$ cat src/rtl/xc_malu_long_seq_pkg.sv
// Shared definitions for the multi-precision arithmetic sequencer:
// state encoding, multiply step count and step-counter width.
package xc_malu_long_seq_pkg;

    localparam int MMUL_STEPS = 32;
    localparam int CNT_W      = 6;

    typedef enum logic [2:0] {
        S_IDLE   = 3'd0,
        S_MDR    = 3'd1,
        S_MSUB_1 = 3'd2,
        S_MACC_1 = 3'd3,
        S_MMUL_2 = 3'd4,
        S_MMUL_1 = 3'd5,
        S_DONE   = 3'd6
    } state_t;

    localparam logic [CNT_W-1:0] LAST_STEP = CNT_W'(MMUL_STEPS - 1);
    localparam logic [CNT_W-1:0] MAX_COUNT = CNT_W'(MMUL_STEPS);

endpackage

$ cat src/rtl/xc_malu_mul_step.sv
// One unsigned shift-add multiply step: the multiplier sits in acc[31:0]
// and is consumed LSB first while the partial product grows in acc[63:32].
module xc_malu_mul_step (
    input  logic [63:0] acc,
    input  logic [31:0] rs2,
    output logic [63:0] n_acc
);

    logic [32:0] s33;

    assign s33   = {1'b0, acc[63:32]} + {1'b0, (acc[0] ? rs2 : 32'd0)};
    assign n_acc = {s33, acc[31:1]};

endmodule

$ cat src/rtl/xc_malu_long_seq.sv
// Sequencer for xc.madd.3 / xc.msub.3 / xc.macc / xc.mmul.3: owns acc, carry
// and the step counter, and strobes the external long-arithmetic datapath.
module xc_malu_long_seq
    import xc_malu_long_seq_pkg::*;
(
    input  logic        g_clk,
    input  logic        g_resetn,
    input  logic        valid,
    input  logic        flush,
    input  logic        uop_madd,
    input  logic        uop_msub,
    input  logic        uop_macc,
    input  logic        uop_mmul,
    input  logic [31:0] rs1,
    input  logic [31:0] rs2,
    input  logic [31:0] rs3,
    output logic        ready,
    output logic [63:0] result,
    output logic        fsm_init,
    output logic        fsm_mdr,
    output logic        fsm_msub_1,
    output logic        fsm_macc_1,
    output logic        fsm_mmul_1,
    output logic        fsm_mmul_2,
    output logic        fsm_done,
    output logic [63:0] acc,
    output logic        carry,
    output logic [5:0]  count,
    input  logic [63:0] l_n_acc,
    input  logic        l_n_carry,
    input  logic [63:0] l_result,
    input  logic        l_ready
);

    state_t             state;
    state_t             state_nxt;
    logic [63:0]        acc_nxt;
    logic               carry_nxt;
    logic [CNT_W-1:0]   count_nxt;
    logic [63:0]        mdr_acc;
    logic               abort;

    // rs3 is consumed only by the long datapath.
    logic unused_ops;
    assign unused_ops = ^rs3;

    xc_malu_mul_step u_mul_step (
        .acc   (acc),
        .rs2   (rs2),
        .n_acc (mdr_acc)
    );

    assign abort = flush | ~valid;

    always_ff @(posedge g_clk or negedge g_resetn) begin
        if (!g_resetn) begin
            state <= S_IDLE;
            acc   <= 64'd0;
            carry <= 1'b0;
            count <= '0;
        end else begin
            state <= state_nxt;
            acc   <= acc_nxt;
            carry <= carry_nxt;
            count <= count_nxt;
        end
    end

    always_comb begin
        state_nxt  = state;
        acc_nxt    = acc;
        carry_nxt  = carry;
        count_nxt  = count;
        ready      = 1'b0;
        result     = acc;
        fsm_init   = 1'b0;
        fsm_mdr    = 1'b0;
        fsm_msub_1 = 1'b0;
        fsm_macc_1 = 1'b0;
        fsm_mmul_1 = 1'b0;
        fsm_mmul_2 = 1'b0;
        fsm_done   = 1'b0;

        unique case (state)
            S_IDLE: begin
                fsm_init = valid;
                if (valid && !flush) begin
                    if (uop_madd) begin
                        // madd completes in the datapath within this cycle.
                        ready  = l_ready;
                        result = l_result;
                    end else if (uop_msub) begin
                        acc_nxt   = l_n_acc;
                        carry_nxt = l_n_carry;
                        state_nxt = S_MSUB_1;
                    end else if (uop_macc) begin
                        acc_nxt   = l_n_acc;
                        carry_nxt = l_n_carry;
                        state_nxt = S_MACC_1;
                    end else if (uop_mmul) begin
                        acc_nxt   = {32'd0, rs1};
                        carry_nxt = 1'b0;
                        count_nxt = '0;
                        state_nxt = S_MDR;
                    end
                end
            end
            S_MDR: begin
                fsm_mdr   = 1'b1;
                acc_nxt   = mdr_acc;
                count_nxt = count + CNT_W'(1);
                if (count == LAST_STEP) begin
                    state_nxt = S_MMUL_2;
                end
            end
            S_MSUB_1: begin
                fsm_msub_1 = 1'b1;
                acc_nxt    = l_n_acc;
                carry_nxt  = l_n_carry;
                state_nxt  = S_DONE;
            end
            S_MACC_1: begin
                fsm_macc_1 = 1'b1;
                acc_nxt    = l_n_acc;
                carry_nxt  = l_n_carry;
                state_nxt  = S_DONE;
            end
            S_MMUL_2: begin
                fsm_mmul_2 = 1'b1;
                acc_nxt    = l_n_acc;
                carry_nxt  = l_n_carry;
                state_nxt  = S_MMUL_1;
            end
            S_MMUL_1: begin
                fsm_mmul_1 = 1'b1;
                acc_nxt    = l_n_acc;
                state_nxt  = S_DONE;
            end
            S_DONE: begin
                fsm_done  = 1'b1;
                ready     = 1'b1;
                result    = acc;
                state_nxt = S_IDLE;
            end
            default: begin
                state_nxt = S_IDLE;
            end
        endcase

        // An abandoned operation never reports ready and leaves clean state.
        if (state != S_IDLE && abort) begin
            ready     = 1'b0;
            state_nxt = S_IDLE;
            acc_nxt   = 64'd0;
            carry_nxt = 1'b0;
            count_nxt = '0;
        end
    end

    a_uop_onehot: assert property (@(posedge g_clk) disable iff (!g_resetn)
        valid |-> $onehot0({uop_madd, uop_msub, uop_macc, uop_mmul}));

    a_count_max: assert property (@(posedge g_clk) disable iff (!g_resetn)
        count <= MAX_COUNT);

endmodule
$ cat config.mk
export PLATFORM = sky130hd
export DESIGN_NAME = xc_malu_long_seq
export DESIGN_NICKNAME = d
export VERILOG_FILES = /design/src/rtl/xc_malu_long_seq_pkg.sv /design/src/rtl/xc_malu_mul_step.sv /design/src/rtl/xc_malu_long_seq.sv
export SDC_FILE = /design/constraint.sdc
export NUM_CORES = 1
export LEC_CHECK = 0
export ABC_AREA = 1
export CORE_AREA = 3 3 145 147
export DETAILED_ROUTE_END_ITERATION = 6
export DIE_AREA = 0 0 148 150
export PLACE_DENSITY_LB_ADDON = 0.25
export SETUP_SLACK_MARGIN = 0.15
export SYNTH_ARGS = -nofsm -noshare
export SYNTH_HDL_FRONTEND = slang
export SYNTH_SLANG_ARGS = --single-unit
$ cat constraint.sdc
create_clock -name g_clk -period 2.7 [get_ports g_clk]
set_clock_uncertainty 0.1 [all_clocks]
set_input_delay 0.405 -clock g_clk [delete_from_list [all_inputs] [get_ports g_clk]]
set_output_delay 0.405 -clock g_clk [all_outputs]
set_load 0.005 [all_outputs]
### Word-level counts from Yosys, hierarchy flattened

Index checks and enable logic that the tools add are counted.

| storage, ports and cells | value |
|---|---|
| bits in registers | 74 |
| bits in latches | 0 |
| RAM bits | 0 |
| ROM bits | 0 |
| bits of input ports | 234 |
| output and inout port bits | 143 |
| word-level logic and storage cells | 81 |
| memories | 0 |

| cells by class | value |
|---|---|
| $add $sub $neg | 2 |
| multipliers | 0 |
| divide/modulo/power cells | 0 |
| order comparisons | 0 |
| equal/unequal tests | 14 |
| shift operators | 0 |
| mux-type cells | 44 |
| bitwise operators | 2 |
| reduce and logical (&&, ||, !) cells | 15 |

Operators with widths:

| cell | number |
|---|---|
| 64-bit 2-to-1 mux | 9 |
| 64-bit case mux with 3 select lines | 1 |
| 6-bit 2-to-1 mux | 6 |
| 32-bit by 32-bit adder with 33-bit output | 1 |
| 32-bit 2-to-1 mux | 1 |
| 3-bit 2-to-1 mux | 7 |
| 3-bit inequality test, second input constant | 6 |
| 1-bit 2-to-1 mux | 16 |
| 3-bit case mux with 4 select lines | 1 |
| 6-bit case mux with 2 select lines | 1 |
| 4-bit AND reduction | 3 |
| 3-bit equality test, second input constant | 3 |
| 3-bit nonzero test | 3 |
| 6-bit by 1-bit adder with 6-bit output, second input constant | 1 |
| 3-bit by 2-bit equality test with 1-bit output, second input constant | 2 |
| 6-bit by 5-bit equality test with 1-bit output, second input constant | 1 |
| 6-bit AND reduction | 1 |
| 3-bit OR reduction | 2 |
| 5-bit inequality test, second input constant | 1 |
| 1-bit case mux with 2 select lines | 2 |
| 4-bit nonzero test | 1 |
| 4-bit OR reduction | 1 |
| 3-bit by 1-bit equality test with 1-bit output, second input constant | 1 |
| 3-bit logical NOT | 1 |
| 4 further kinds | 5 |

### Logic depth before layout (Yosys ltp)

Gate-level depths: netlist of the first run.

| depth | value |
|---|---|
| depth after elaboration | 7 |
| mapped depth | 19 |
| mapped depth without buffers | 18 |

### Modules after synthesis

Synthesis of the first run repeated with hierarchy kept, for this count alone.

| second synthesis, totals | value |
|---|---|
| cell total of the unflattened synthesis | 1706 |
| area, all modules | 9018.6 um^2 |

Modules (own cells, without submodules):

| module | times used | cells each | area each (um^2) | sequential area each (um^2) |
|---|---|---|---|---|
| xc_malu_long_seq | 1 | 1103 | 6133.4 | 1851.8 |
| xc_malu_mul_step | 1 | 603 | 2885.3 | 0.0 |

### Worst setup path before layout of the first run

OpenSTA, ideal clock, no wires.

| timing path | value |
|---|---|
| kind | register to register |
| from | register acc[0] |
| to | register acc[47] |
| library setup time | 0.116 ns |
| arrival | 2.126 ns |
| data required time | 2.484 ns |
| slack | 0.358 ns |
| cell stages (with the launch flop) | 19 |
| path buffers | 1 |
| period minus slack after synthesis | 2.342 ns |
| cells stage by stage | dfrtp_1 clkbuf_1 nand2_1 inv_1 ha_1 inv_1 fa_1 inv_1 nand3_1 nand3_1 nand2_1 nand2_1 nand3_1 nand2_1 nand2_1 nand3_1 nand3_1 nand2_1 nand2_1 |

| on the way | value |
|---|---|
| cells in the longest elaborated chain, start to end | 4 |

Ends and longest elaborated chain:

| element | line | source |
|---|---|---|
| start: declaration | xc_malu_long_seq.sv:26 | `output logic [63:0] acc,` |
| start signal: assignment | xc_malu_long_seq.sv:63 | `acc <= acc_nxt;` |
| 32-bit 2-to-1 mux | xc_malu_mul_step.sv:11 | `assign s33 = {1'b0, acc[63:32]} + {1'b0, (acc[0] ? rs2 : 32'd0)};` |
| 32-bit by 32-bit adder with 33-bit output | xc_malu_mul_step.sv:11 |  |
| 64-bit case mux with 3 select lines | xc_malu_long_seq.sv:84 | `unique case (state)` |
| 64-bit 2-to-1 mux | xc_malu_long_seq.sv:151 | `if (state != S_IDLE && abort) begin` |

Every way passes these cells.
A chain may end at the register's enable or synchronous reset.

### Final worst setup path of the first run

| timing path | value |
|---|---|
| from | register state[1] |
| to | output port result[14] |

| on the way | value |
|---|---|
| cells in the longest elaborated chain, start to end | 2 |

Ends and longest elaborated chain:

| element | line | source |
|---|---|---|
| start: declaration | xc_malu_long_seq.sv:35 | `state_t state;` |
| start signal: assignment | xc_malu_long_seq.sv:62 | `state <= state_nxt;` |
| 3-bit logical NOT | xc_malu_long_seq.sv:84 |  |
| 64-bit 2-to-1 mux | xc_malu_long_seq.sv:84 |  |
| end: declaration | xc_malu_long_seq.sv:18 | `output logic [63:0] result,` |

Every way passes these cells.

==> metrics.csv, run 1 <==
metric;value;unit
antenna-violating nets left;0;
final hold slack;0.438;ns
Final Hold Vio Count;0;
power share of the clock group;0.104;
worst path bufs/invs;8;
CP required;2.19;ns
most common cell after layout, fill and taps aside;nand2_1;
via count;10800;
Yosys cell types;35;
design area;13100;sq um
die span in x;148;microns
Mapped Cells;1443;
crit-path max FO;5;
CTS Root Cell;clkbuf_16;
Psw;5.84;mW
Final Setup Violations;0;
Sink Count;74;
Slowest cell on crit path;dfrtp_1;
Internal Power;5.95;mW
status;finished clean;
num rows;52;
FF+latch count, synth;74;
Final Non-Filler Cells;2095;
grt total ovfl;0;
DR DRC count;0;
routed len/inst;17.6;microns
final setup TNS;0;ns
syn avg cell area;5.54;sq um
CTS clk-pin slew, worst paths;0.07;ns
cell area power density;897;nW/um^2
Port-buffer cells;344;
CP dominant cell by count;buf_12;
Layout Nets;2085;
Fmax;378;MHz
CTS Buf Count;9;
Tcrit/Tclk final;0.980;
Critical Path AT;2.14;ns
DR vias/cell;5.15;
Max-cap violations;0;
final core area utilization;0.655;
most frequent cells in the layout;nand2_1, clkdlybuf4s50_1, inv_1;
HPWL after DPL;25700;microns
largest net degree at the start of global routing;65;
Gate power share;0.727;
final wirelength;36900;microns
Peak VDD IR;0.552;mV
worst hold path class;reg2reg;
Die ar.;22200;sq um
Routability Congestion;0.975;
actual transition at the worst max-transition pin;0.602;ns
IO Count;377;
layout cell share with drive strength beyond 1;0.157;
core area;20000;sq um
Area growth syn-to-layout;64.1;%
sequential fraction of the synthesis area;0.231;
max-slew violation count;0;
H-tree Lvls;3;
crit path capture type;primary output;
All-Layer GR Usage;0.314;
cells along the critical path;nor2_4, inv_2, nor2_4, inv_2, nor2_2, nand2_2, clkinv_4, buf_12, buf_12, buf_12, buf_16, nand2_1, o21ai_1, buf_2;
Starting Density;0.399;
synth warn;0;
Mapped Nets;1711;
global-route wire length before repair;55100;microns
clk_lat worst skew;0.35;ns
initial antenna violation count;4;
critical path class;reg2out;
RSZ-0062 raised after global routing;true;
DIE HEIGHT;150;microns
CTS tree;yes;
slew margin rel.;0.599;
Slowest Stage Delay on Critical Path;0.42;ns
initial DRC count;568;
min Tclk post-route;2.65;ns
register share of total power;0.169;
Top Family by Delay on Critical Path;buffers and inverters;
pre-CTS WS;-0.157;ns
Leak;6.84;nW
Placed Cells;2031;
DR pass1 iterations;5;
Synth Cell Area;8000;sq um
switching fraction of total power;0.495;
vias in the first global route;10200;
clk buf depth;2;
setup slack after layout;0.0550;ns
Pwr Total;11.8;mW
Post-DP Area;11800;sq um
Critical Path Source Type;register;
[path summary, 6_finish.rpt]
path | from | to | slack (ns) | depth (start not counted)
max | state[1] | result[14] | 0.05 | 14
min | carry | carry | 0.44 | 2
max reg2reg | acc[0] | acc[63] | 0.31 | 16
min reg2reg | carry | carry | 0.44 | 2
max in group asynchronous | g_resetn | acc[58] | 1.42 | 3
min in group asynchronous | g_resetn | count[5] | 0.45 | 2
[power groups by stage]
stage	Clock [mW]	Sequential (mW)	Combinational, mW
finish	1.22	2.00	8.56
global route	1.28	2.05	9.35
floorplan	0	1.91	4.43
global placement	0	1.96	7.82
detailed placement	0	1.97	7.93
CTS	1.23	1.96	8.05
[layout make-up]
cell class | count | area [sq um]
timing repair buffer | 423 | 4280
antenna | 3 | 7.51
tap | 270 | 338
fill | 1868 | 6910
inverter | 259 | 977
clock buffer | 11 | 243
multi-input combinational | 1050 | 5390
sequential | 74 | 1850
clock inverter | 5 | 37.5
[sequential cells by signal, indices dropped and copies added, names as in the netlist]
name	flops
acc	64
carry	1
count	6
state	3
[metal layers]
metal	up-vias	part of all wire	GRT usage
met4	2	0.038	0.138
met3	88	0.080	0.0648
met5	-	0.00035	0
li1	5280	-	-
met2	507	0.48	0.552
met1	4904	0.40	0.371
[worst min-delay path, delay by kind of cell (launching register included)]
family / cells / cell delay, ns
simple gates: 1 / 0.05
compound gates: 1 / 0.10
flops: 1 / 0.35
[kinds of logic after synthesis]
group                    synth area share
adder cells (fa/ha/maj)            0.0541
buffers and inverters               0.156
flip-flops                          0.231
AND/OR/NAND/NOR                     0.371
XOR/XNOR                          0.00766
AO/OA/AOI/OAI                       0.181
[Yosys cell counts]
library cell  instances  share of area
a21o_1                1        0.00094
a21oi_1              96          0.060
a21oi_2               1         0.0011
a32o_1                1         0.0013
buf_1                 6         0.0028
buf_2                20          0.013
buf_4                 2         0.0019
buf_6                 2         0.0028
clkbuf_1             30          0.014
clkinv_1              1        0.00047
dfrtp_1              74           0.23
fa_1                  1         0.0025
ha_1                 33          0.052
inv_1               248           0.12
inv_2                10         0.0047
nand2_1             570           0.27
nand2_2               2         0.0016
nand3_1              62          0.039
nand3b_1              4         0.0038
nand4_1               3         0.0023
nor2_1               87          0.041
nor2_2                4         0.0031
nor2_4                1         0.0014
nor2_8                1         0.0025
nor3_1               11         0.0069
nor3_4                1         0.0020
o2111ai_1             4         0.0044
o211ai_1              3         0.0028
o21a_1                1        0.00094
o21ai_0              86          0.054
o21bai_1              3         0.0028
o22ai_1              66          0.052
o31ai_1               1        0.00094
xnor2_1               6         0.0066
xor2_1                1         0.0011
[what timing repair did]
action / 4_1_cts / 5_1_grt
hold buffers: 1 / 0
cloned: 13 / 2
pin swaps: 8 / 12
setup buffers: 21 / 8
setup endpoints to repair: 65 / 89
gates resized for setup: 287 / 156
hold endpoints to repair: 27 / 0
Power figures use the tool's default switching activity.
==> run 2: changes to the inputs <==
Settings changed: CTS_CLUSTER_SIZE from default to 30, SLEW_MARGIN from default to 25.
==> results of run 2 <==
Final layout, timing and power as in run 1 (identical DEF).
